File: src/rtl/if_fetch.sv
// Instruction fetch: assembles a 32-bit little-endian instruction from four byte
// reads, stalls the front end while collecting, and honours execute-stage redirects.
module if_fetch #(
   parameter int                 ADDR_W   = 32,
   parameter int                 STALL_W  = 6,
   parameter logic [ADDR_W-1:0]  RESET_PC = '0
) (
   input  logic               clk_in,
   input  logic               rst_in,
   input  logic [STALL_W-1:0] stall_in,
   input  logic               branch_en_in,
   input  logic [ADDR_W-1:0]  branch_addr_in,
   output logic               mem_req_out,
   output logic [ADDR_W-1:0]  mem_addr_out,
   input  logic               mem_busy_in,
   input  logic               mem_rvalid_in,
   input  logic [7:0]         mem_data_in,
   output logic [ADDR_W-1:0]  pc_out,
   output logic [31:0]        inst_out,
   output logic               inst_valid_out,
   output logic               stall_req_out
);

   typedef enum logic {FETCH, DONE} state_t;

   state_t            state;
   logic [ADDR_W-1:0] pc;
   logic [1:0]        byte_cnt;
   logic              pending;
   logic              drop;
   logic              accept;
   logic              unused_stall;

   // PC-stage stall is implied by stall_req_out while fetching; upper bits belong to later stages
   assign unused_stall = ^{stall_in[STALL_W-1:2], stall_in[0]};

   assign pc_out        = pc;
   assign stall_req_out = (state == FETCH);
   assign mem_addr_out  = pc + ADDR_W'(byte_cnt);
   // a redirect in flight must not launch a read at the stale address
   assign mem_req_out   = rst_in && (state == FETCH) && !pending && !drop && !branch_en_in;
   assign accept        = mem_req_out && !mem_busy_in;

   always_ff @(posedge clk_in or negedge rst_in) begin
      if (!rst_in) begin
         pc             <= RESET_PC;
         byte_cnt       <= 2'd0;
         pending        <= 1'b0;
         drop           <= 1'b0;
         state          <= FETCH;
         inst_out       <= 32'h0;
         inst_valid_out <= 1'b0;
      end else if (branch_en_in) begin
         pc             <= branch_addr_in;
         byte_cnt       <= 2'd0;
         inst_valid_out <= 1'b0;
         state          <= FETCH;
         // a byte landing in the redirect cycle is the stale one; otherwise wait for it
         if (pending && mem_rvalid_in) begin
            pending <= 1'b0;
            drop    <= 1'b0;
         end else if (pending) begin
            drop    <= 1'b1;
         end
      end else begin
         if (accept)
            pending <= 1'b1;
         if (pending && mem_rvalid_in) begin
            pending <= 1'b0;
            drop    <= 1'b0;
            if (!drop) begin
               inst_out[{byte_cnt, 3'b000} +: 8] <= mem_data_in;
               byte_cnt                          <= byte_cnt + 2'd1;
               if (byte_cnt == 2'd3) begin
                  state          <= DONE;
                  inst_valid_out <= 1'b1;
               end
            end
         end
         if (state == DONE && !stall_in[1]) begin
            pc             <= pc + ADDR_W'(4);
            inst_valid_out <= 1'b0;
            state          <= FETCH;
         end
      end
   end

endmodule

File: config.mk
export PLATFORM = sky130hd
export DESIGN_NAME = if_fetch
export DESIGN_NICKNAME = d
export VERILOG_FILES = /design/src/rtl/if_fetch.sv
export SDC_FILE = /design/constraint.sdc
export NUM_CORES = 1
export LEC_CHECK = 0
export ABC_AREA = 1
export CAP_MARGIN = 20
export CORE_AREA = 8 8 110 112
export DETAILED_ROUTE_END_ITERATION = 8
export DIE_AREA = 0 0 118 120
export PLACE_DENSITY = 0.77
export SYNTH_ARGS = -nofsm -noshare
export SYNTH_HDL_FRONTEND = slang
export SYNTH_SLANG_ARGS = --single-unit
File: constraint.sdc
create_clock -name clk_in -period 5.7 [get_ports clk_in]
set_clock_uncertainty 0.15 [all_clocks]
set_input_delay 1.14 -clock clk_in [delete_from_list [all_inputs] [get_ports clk_in]]
set_output_delay 1.14 -clock clk_in [all_outputs]
set_load 0.005 [all_outputs]
==> results of run 1 <==
where the power goes:
| group | switching [W] | internal (W) |
|---|---|---|
| sequential | 0.0000609 | 0.000541 |
| clock | 0.000200 | 0.000229 |
| combinational | 0.000200 | 0.000205 |
| total | 0.000462 | 0.000976 |
how the worst max path moves through the flow:
stage | to | from | slack [ns] | depth (start not counted)
after floorplan | mem_addr_out[30] | byte_cnt[0]$_DFFE_PN0P_ | 2.58 | 8
after global placement | mem_addr_out[28] | byte_cnt[0]$_DFFE_PN0P_ | 1.72 | 9
after detailed placement | mem_addr_out[28] | byte_cnt[0]$_DFFE_PN0P_ | 1.68 | 9
after CTS | mem_addr_out[28] | byte_cnt[0]$_DFFE_PN0P_ | 1.26 | 9
after global routing | mem_addr_out[28] | byte_cnt[0]$_DFFE_PN0P_ | 1.12 | 9
final | mem_addr_out[28] | byte_cnt[0]$_DFFE_PN0P_ | 1.30 | 9
area by class of cell:
type                            instances  area share
Sequential cell                        69       0.274
Multi-Input combinational cell        475       0.397
Timing Repair Buffer                  146       0.230
Clock inverter                          4     0.00873
Tap cell                              140      0.0278
Inverter                               64      0.0383
Clock buffer                           12      0.0246
cells in the mapped netlist (4+ instances only):
cell type  number
a21oi_1         4
o21bai_1        5
buf_2           7
nand3_1        64
nand2_2         7
ha_1            9
nand4_1        10
inv_1          58
nor2_1         62
nand2_1       182
xor2_1         30
o21ai_0        49
dfrtp_1        69
clkbuf_1        4
o211ai_1        7
clkinv_1        4
nor2_4          7
nor2_2          7
metrics by stage:
stage,utilization,total power (W),worst slack (ns)
6_report,0.600,0.00144,1.30
5_1_grt,0.600,0.00151,1.12
3_5_place_dp,0.580,0.00102,1.68
2_1_floorplan,-,0.000776,2.58
4_1_cts,0.600,0.00144,1.26
3_3_place_gp,0.580,0.00101,1.72
sequential cells by signal, summed over array words and instances (netlist names):
register	flops
inst_out	32
pc_out	32
byte_cnt	2
drop	1
pending	1
state	1
routing by layer:
layer / vias to the layer above / track usage
met5: - / 0
met3: 22 / 0.0611
met2: 205 / 0.361
met1: 2262 / 0.251
li1: 2297 / -
met4: 0 / 0.0833
critical path: cells and delay by family (launching register included):
kind / cells / cell delay, ns
flops: 1 / 0.55
fa+ha+maj: 2 / 0.73
xor+xnor: 1 / 0.15
simple gates: 3 / 0.37
buf+inv: 3 / 0.94
logic make-up after synthesis:
family	count (synthesis)	share of synthesized area
adders and majority gates	10	0.0292
AOI/OAI and AO/OA	77	0.0992
buffers and inverters	79	0.0684
DFF	69	0.380
and+or+nand+nor	356	0.361
xor gates and xnor gates	32	0.0617
==> impl_metrics.py, run 1 <==
metrics = {
    "yosys": {
        "netlist_area_sq_mm": 0.00454,
        "syn_inst": 623,
        "synth_flop_cell": "dfrtp_1",
        "ys_async_sr_fraction": 1.00,
        "synth_area_leaders": "dfrtp_1, nand2_1, nand3_1",
        "post-synth-top-area-cell": "dfrtp_1",
        "synth.distinct_cells": 38,
        "synth_edf_count": 0,
        "syn_nets": 684,
        "avgSynthCellArea_sq_um": 7.29,
        "yosysSeqAreaShare": 0.380,
        "yosys_warnings": 0,
        "synth_top_area_frac": 0.380,
        "synth_seq_cells": 69,
    },
    "status": {
        "run_status": "complete, no violations",
    },
    "power_and_ir_drop": {
        "peakVddDrop_mv": 0.115,
        "pwr_density_cell_mw_per_mm2": 228,
        "leakage_nw": 2.80,
    },
    "worst_hold_path": {
        "min_from": "inst_out[9]$_DFFE_PN0P_",
        "hold_path.class": "register to register",
        "hold_end": "inst_out[9]$_DFFE_PN0P_",
        "min_path_cells": 2,
    },
    "die": {
        "io_pins": 150,
        "start_util": 0.432,
        "die_w_um": 118,
        "dieArea_sq_mm": 0.0142,
        "rows": 38,
        "coreArea_sq_mm": 0.0105,
        "dieHeight_um": 120,
    },
    "worst_setup_path": {
        "cp-start-kind": "register",
        "rrSetupSlack_ns": 3.14,
        "reg2reg_from": "byte_cnt[0]$_DFFE_PN0P_",
        "endpoint_kind": "output pin",
        "cp.arrival_ns": 3.11,
        "crit_slowest_cell": "dfrtp_1",
        "r2r_cells": 5,
        "crit_chain": "ha_1, inv_1, fa_1, inv_1, nand2_4, nor2_2, nand2_1, xor2_1, clkdlybuf4s50_1",
        "slowest_delay_ns": 0.55,
        "worst-setup-path-type": "register to output pin",
        "crit_fanout": 10,
        "timing.critical_path.mode_cell": "inv_1",
        "cp.required_ns": 4.41,
        "reg2reg_to": "inst_out[7]$_DFFE_PN0P_",
    },
    "clock_network": {
        "clkTransAtPathRegs_ns": 0.08,
        "postCtsSetupBuffers": 0,
        "clockRootBuffer": "clkbuf_8",
        "clk_latency_ns": 0.35,
        "numCtsBuffers": 9,
        "htreeDepth": 3,
        "clock_sinks": 69,
        "cts_tree": "done",
        "cts.repair.resized": 0,
        "cts_buffer_depth": 2,
        "hold_buffers": 0,
    },
    "global_routing": {
        "grt_max_degree": 70,
        "grt_pass1_wl_um": 24600,
        "grt_usage": 0.213,
        "antenna_found_initial": 0,
        "grt_pass1_vias": 4944,
        "grt-ovfl-total": 0,
    },
    "sta": {
        "hold_slack_ns": 0.344,
        "period_share": 0.771,
        "fin_crit_ns": 4.40,
        "rsz0062_at_grt": "no",
        "finalHoldViolCount": 0,
        "setup_violations": 0,
        "tns_ns": 0,
        "finalMaxSlewViolations": 0,
        "fmax_ghz": 0.227,
        "maxSlewHeadroom": 0.403,
        "max_slew.worst_pin.slew_ns": 0.892,
    },
    "drt": {
        "drt_wl_total_um": 15100,
        "wl_met3_um": 1240,
        "first_pass_iters": 5,
        "wl_met2_um": 7260,
        "wl_met1_um": 6270,
        "routed-via-count": 4786,
        "remaining_drc_errors": 0,
        "highest_layer": "met4",
        "wl_per_cell_um": 16.6,
        "drt_iter0_markers": 384,
        "ant_nets": 0,
        "vias_per_cell": 5.26,
    },
    "placed_design": {
        "placed_cell_area_sq_mm": 0.00610,
        "place_inst": 894,
        "portBuffers": 144,
        "gp_congestion": 0.915,
        "dp_hpwl_um": 11600,
    },
    "cells_and_area": {
        "multi_input_area_sq_mm": 0.00250,
        "final_cells": 910,
        "seq_area_sq_mm": 0.00173,
        "finalNetCount": 826,
        "fillers": 946,
        "final_cell_mix": "nand2_1, clkdlybuf4s50_1, dfrtp_1",
        "n_antenna_cell": 0,
        "stdcell_area_sq_mm": 0.00631,
        "final_common_cell": "nand2_1",
        "syn2layout_area_growth_pct": 38.9,
        "drive_above_1_share": 0.0675,
    },
    "run": {
        "cap_violations": 0,
    },
}
Note: power is estimated with default switching activity, not from simulation.
==> inputs of run 2 (changes only) <==
Settings changed: CORE_AREA 8 8 110 112 to 8 8 113 115, DIE_AREA 0 0 118 120 to 0 0 121 123.
Clock period 5.7 ns to 3.6 ns, I/O delays scaled along.
==> impl_metrics.py, run 2 (synthesized netlist as in run 1, its figures left out) <==
metrics = {
    "clock_network": {
        "cts_buffer_depth": 2,
        "htreeDepth": 3,
        "clk_latency_ns": 0.34,
        "clock_sinks": 69,
        "numCtsBuffers": 9,
        "cts_tree": "done",
        "clockRootBuffer": "clkbuf_16",
        "clkTransAtPathRegs_ns": 0.06,
        "hold_buffers": 0,
    },
    "die": {
        "rows": 39,
        "start_util": 0.410,
        "dieArea_sq_mm": 0.0149,
        "coreArea_sq_mm": 0.0111,
        "dieHeight_um": 123,
        "io_pins": 150,
        "die_w_um": 121,
    },
    "worst_setup_path": {
        "crit_fanout": 6,
        "r2r_cells": 6,
        "cp.arrival_ns": 2.62,
        "slowest_delay_ns": 0.54,
        "reg2reg_to": "inst_out[4]$_DFFE_PN0P_",
        "path_delay_family": "buffers and inverters",
        "worst-setup-path-type": "register to output pin",
        "cp-start-kind": "register",
        "endpoint_kind": "output pin",
        "crit_buf_inv": 3,
        "crit_chain": "inv_1, fa_1, clkinvlp_4, nand2_4, nor2_1, nand2_1, xor2_1, clkdlybuf4s50_1",
        "crit_slowest_cell": "clkdlybuf4s50_1",
        "rrSetupSlack_ns": 1.10,
        "cp.required_ns": 2.73,
        "reg2reg_from": "byte_cnt[0]$_DFFE_PN0P_",
    },
    "sta": {
        "fin_crit_ns": 3.49,
        "finalWorstSetupSlack_ns": 0.108,
        "fmax_ghz": 0.286,
        "max_slew.worst_pin.slew_ns": 0.906,
        "period_share": 0.970,
        "rsz0062_at_grt": "no",
        "finalMaxSlewViolations": 0,
        "tns_ns": 0,
        "maxSlewHeadroom": 0.396,
        "finalHoldViolCount": 0,
        "setup_violations": 0,
    },
    "global_routing": {
        "grt_pass1_wl_um": 25400,
        "grt_max_degree": 70,
        "grt_pass1_vias": 4726,
        "grt-ovfl-total": 0,
        "antenna_found_initial": 1,
        "grt_usage": 0.216,
    },
    "cells_and_area": {
        "finalNetCount": 833,
        "final_common_cell": "nand2_1",
        "final_cell_mix": "nand2_1, clkdlybuf4s50_1, dfrtp_1",
        "fillers": 1040,
        "seq_area_sq_mm": 0.00173,
        "syn2layout_area_growth_pct": 42.0,
        "stdcell_area_sq_mm": 0.00645,
        "drive_above_1_share": 0.0811,
        "multi_input_area_sq_mm": 0.00250,
    },
    "run": {
        "cap_violations": 0,
    },
    "power_and_ir_drop": {
        "internal-power_w": 0.00168,
        "peakVddDrop_mv": 0.259,
        "switching_share": 0.322,
        "power_w": 0.00248,
        "pwr_density_cell_mw_per_mm2": 384,
        "leakage_nw": 2.86,
        "power_frac_comb": 0.270,
        "clkPwrFrac": 0.344,
        "p_seq_frac": 0.387,
        "p_sw_w": 0.000798,
    },
    "drt": {
        "first_pass_iters": 8,
        "drt_wl_total_um": 16200,
        "wl_per_cell_um": 17.6,
        "drt_iter0_markers": 421,
        "vias_per_cell": 5.23,
        "routed-via-count": 4817,
        "ant_nets": 0,
        "remaining_drc_errors": 0,
    },
    "placed_design": {
        "portBuffers": 144,
        "gp_congestion": 1.00,
        "dp_hpwl_um": 12400,
        "place_ws_ns": 0.276,
        "placed_cell_area_sq_mm": 0.00615,
    },
    "worst_hold_path": {
        "min_from": "inst_out[14]$_DFFE_PN0P_",
        "min_path_cells": 2,
        "hold_end": "inst_out[14]$_DFFE_PN0P_",
        "hold_path.class": "register to register",
    },
    "status": {
        "run_status": "complete, no violations",
    },
}
run 2: cell count changes in the layout (fill, tap and decap cells not counted), sizes merged:
| cell | previous run | this run |
|---|---|---|
| clkbuf | 12 | 10 |
| diode | 0 | 1 |
| clkinv | 6 | 7 |
| bufinv | 1 | 0 |
| clkinvlp | 1 | 3 |
| buf | 3 | 10 |
run 2: layer usage:
metal | track usage | part of all wire | up-vias
met4 | 0.0757 | 0.021 | 0
met3 | 0.0626 | 0.076 | 26
met1 | 0.277 | 0.43 | 2295
met2 | 0.342 | 0.47 | 177
met5 | 0 | 0 | -
li1 | - | - | 2319
run 2: cell type report:
type	instances	share of cell area
multi-input combinational	475	0.388
sequential	69	0.268
timing repair buffer	153	0.233
inverter	64	0.0380
clock buffer	10	0.0371
tap	143	0.0278
clock inverter	6	0.00718
antenna	1	0.000388
run 2: worst min-delay path: stages (launching register included):
cell	delay [ns]
dfrtp_1	0.35
nand2_1	0.05
o21ai_0	0.06
run 2: how the worst max path moves through the flow:
stage,startpoint,to,cells after the start
6_report,byte_cnt[1]$_DFFE_PN0P_,mem_addr_out[30],8
5_1_grt,byte_cnt[1]$_DFFE_PN0P_,mem_addr_out[30],8
4_1_cts,byte_cnt[1]$_DFFE_PN0P_,mem_addr_out[30],8
3_5_place_dp,byte_cnt[1]$_DFFE_PN0P_,mem_addr_out[30],8
3_3_place_gp,byte_cnt[1]$_DFFE_PN0P_,mem_addr_out[30],8
2_1_floorplan,byte_cnt[0]$_DFFE_PN0P_,mem_addr_out[30],8
run 2: stage by stage:
step | util | hold WS [ns] | cells
4_1_cts | 0.582 | 0.353 | 920
2_1_floorplan | - | 0.274 | 623
3_3_place_gp | 0.555 | 0.327 | 903
3_5_place_dp | 0.555 | 0.336 | 903
5_1_grt | 0.582 | 0.385 | 921
6_report | 0.582 | 0.347 | 921
run 2: power by group through the flow:
stage	sequential, W	clock [W]	combinational (W)
finish	0.000958	0.000851	0.000668
global route	0.000970	0.000893	0.000738
CTS	0.000956	0.000857	0.000673
detailed placement	0.000968	0	0.000666
global placement	0.000964	0	0.000650
floorplan	0.000952	0	0.000277
run 2: what timing repair did:
action	4_1_cts	5_1_grt
pin swaps	0	0
setup buffers	1	0
endpoints found under the setup margin	5	14
gates resized for setup	1	2
hold endpoints to repair	0	0
==> inputs of run 3 (changes only) <==
Settings changed: SKIP_LAST_GASP from default to 1.
==> results of run 3 <==
No change in the layout: final DEF, timing and power equal those of run 2.
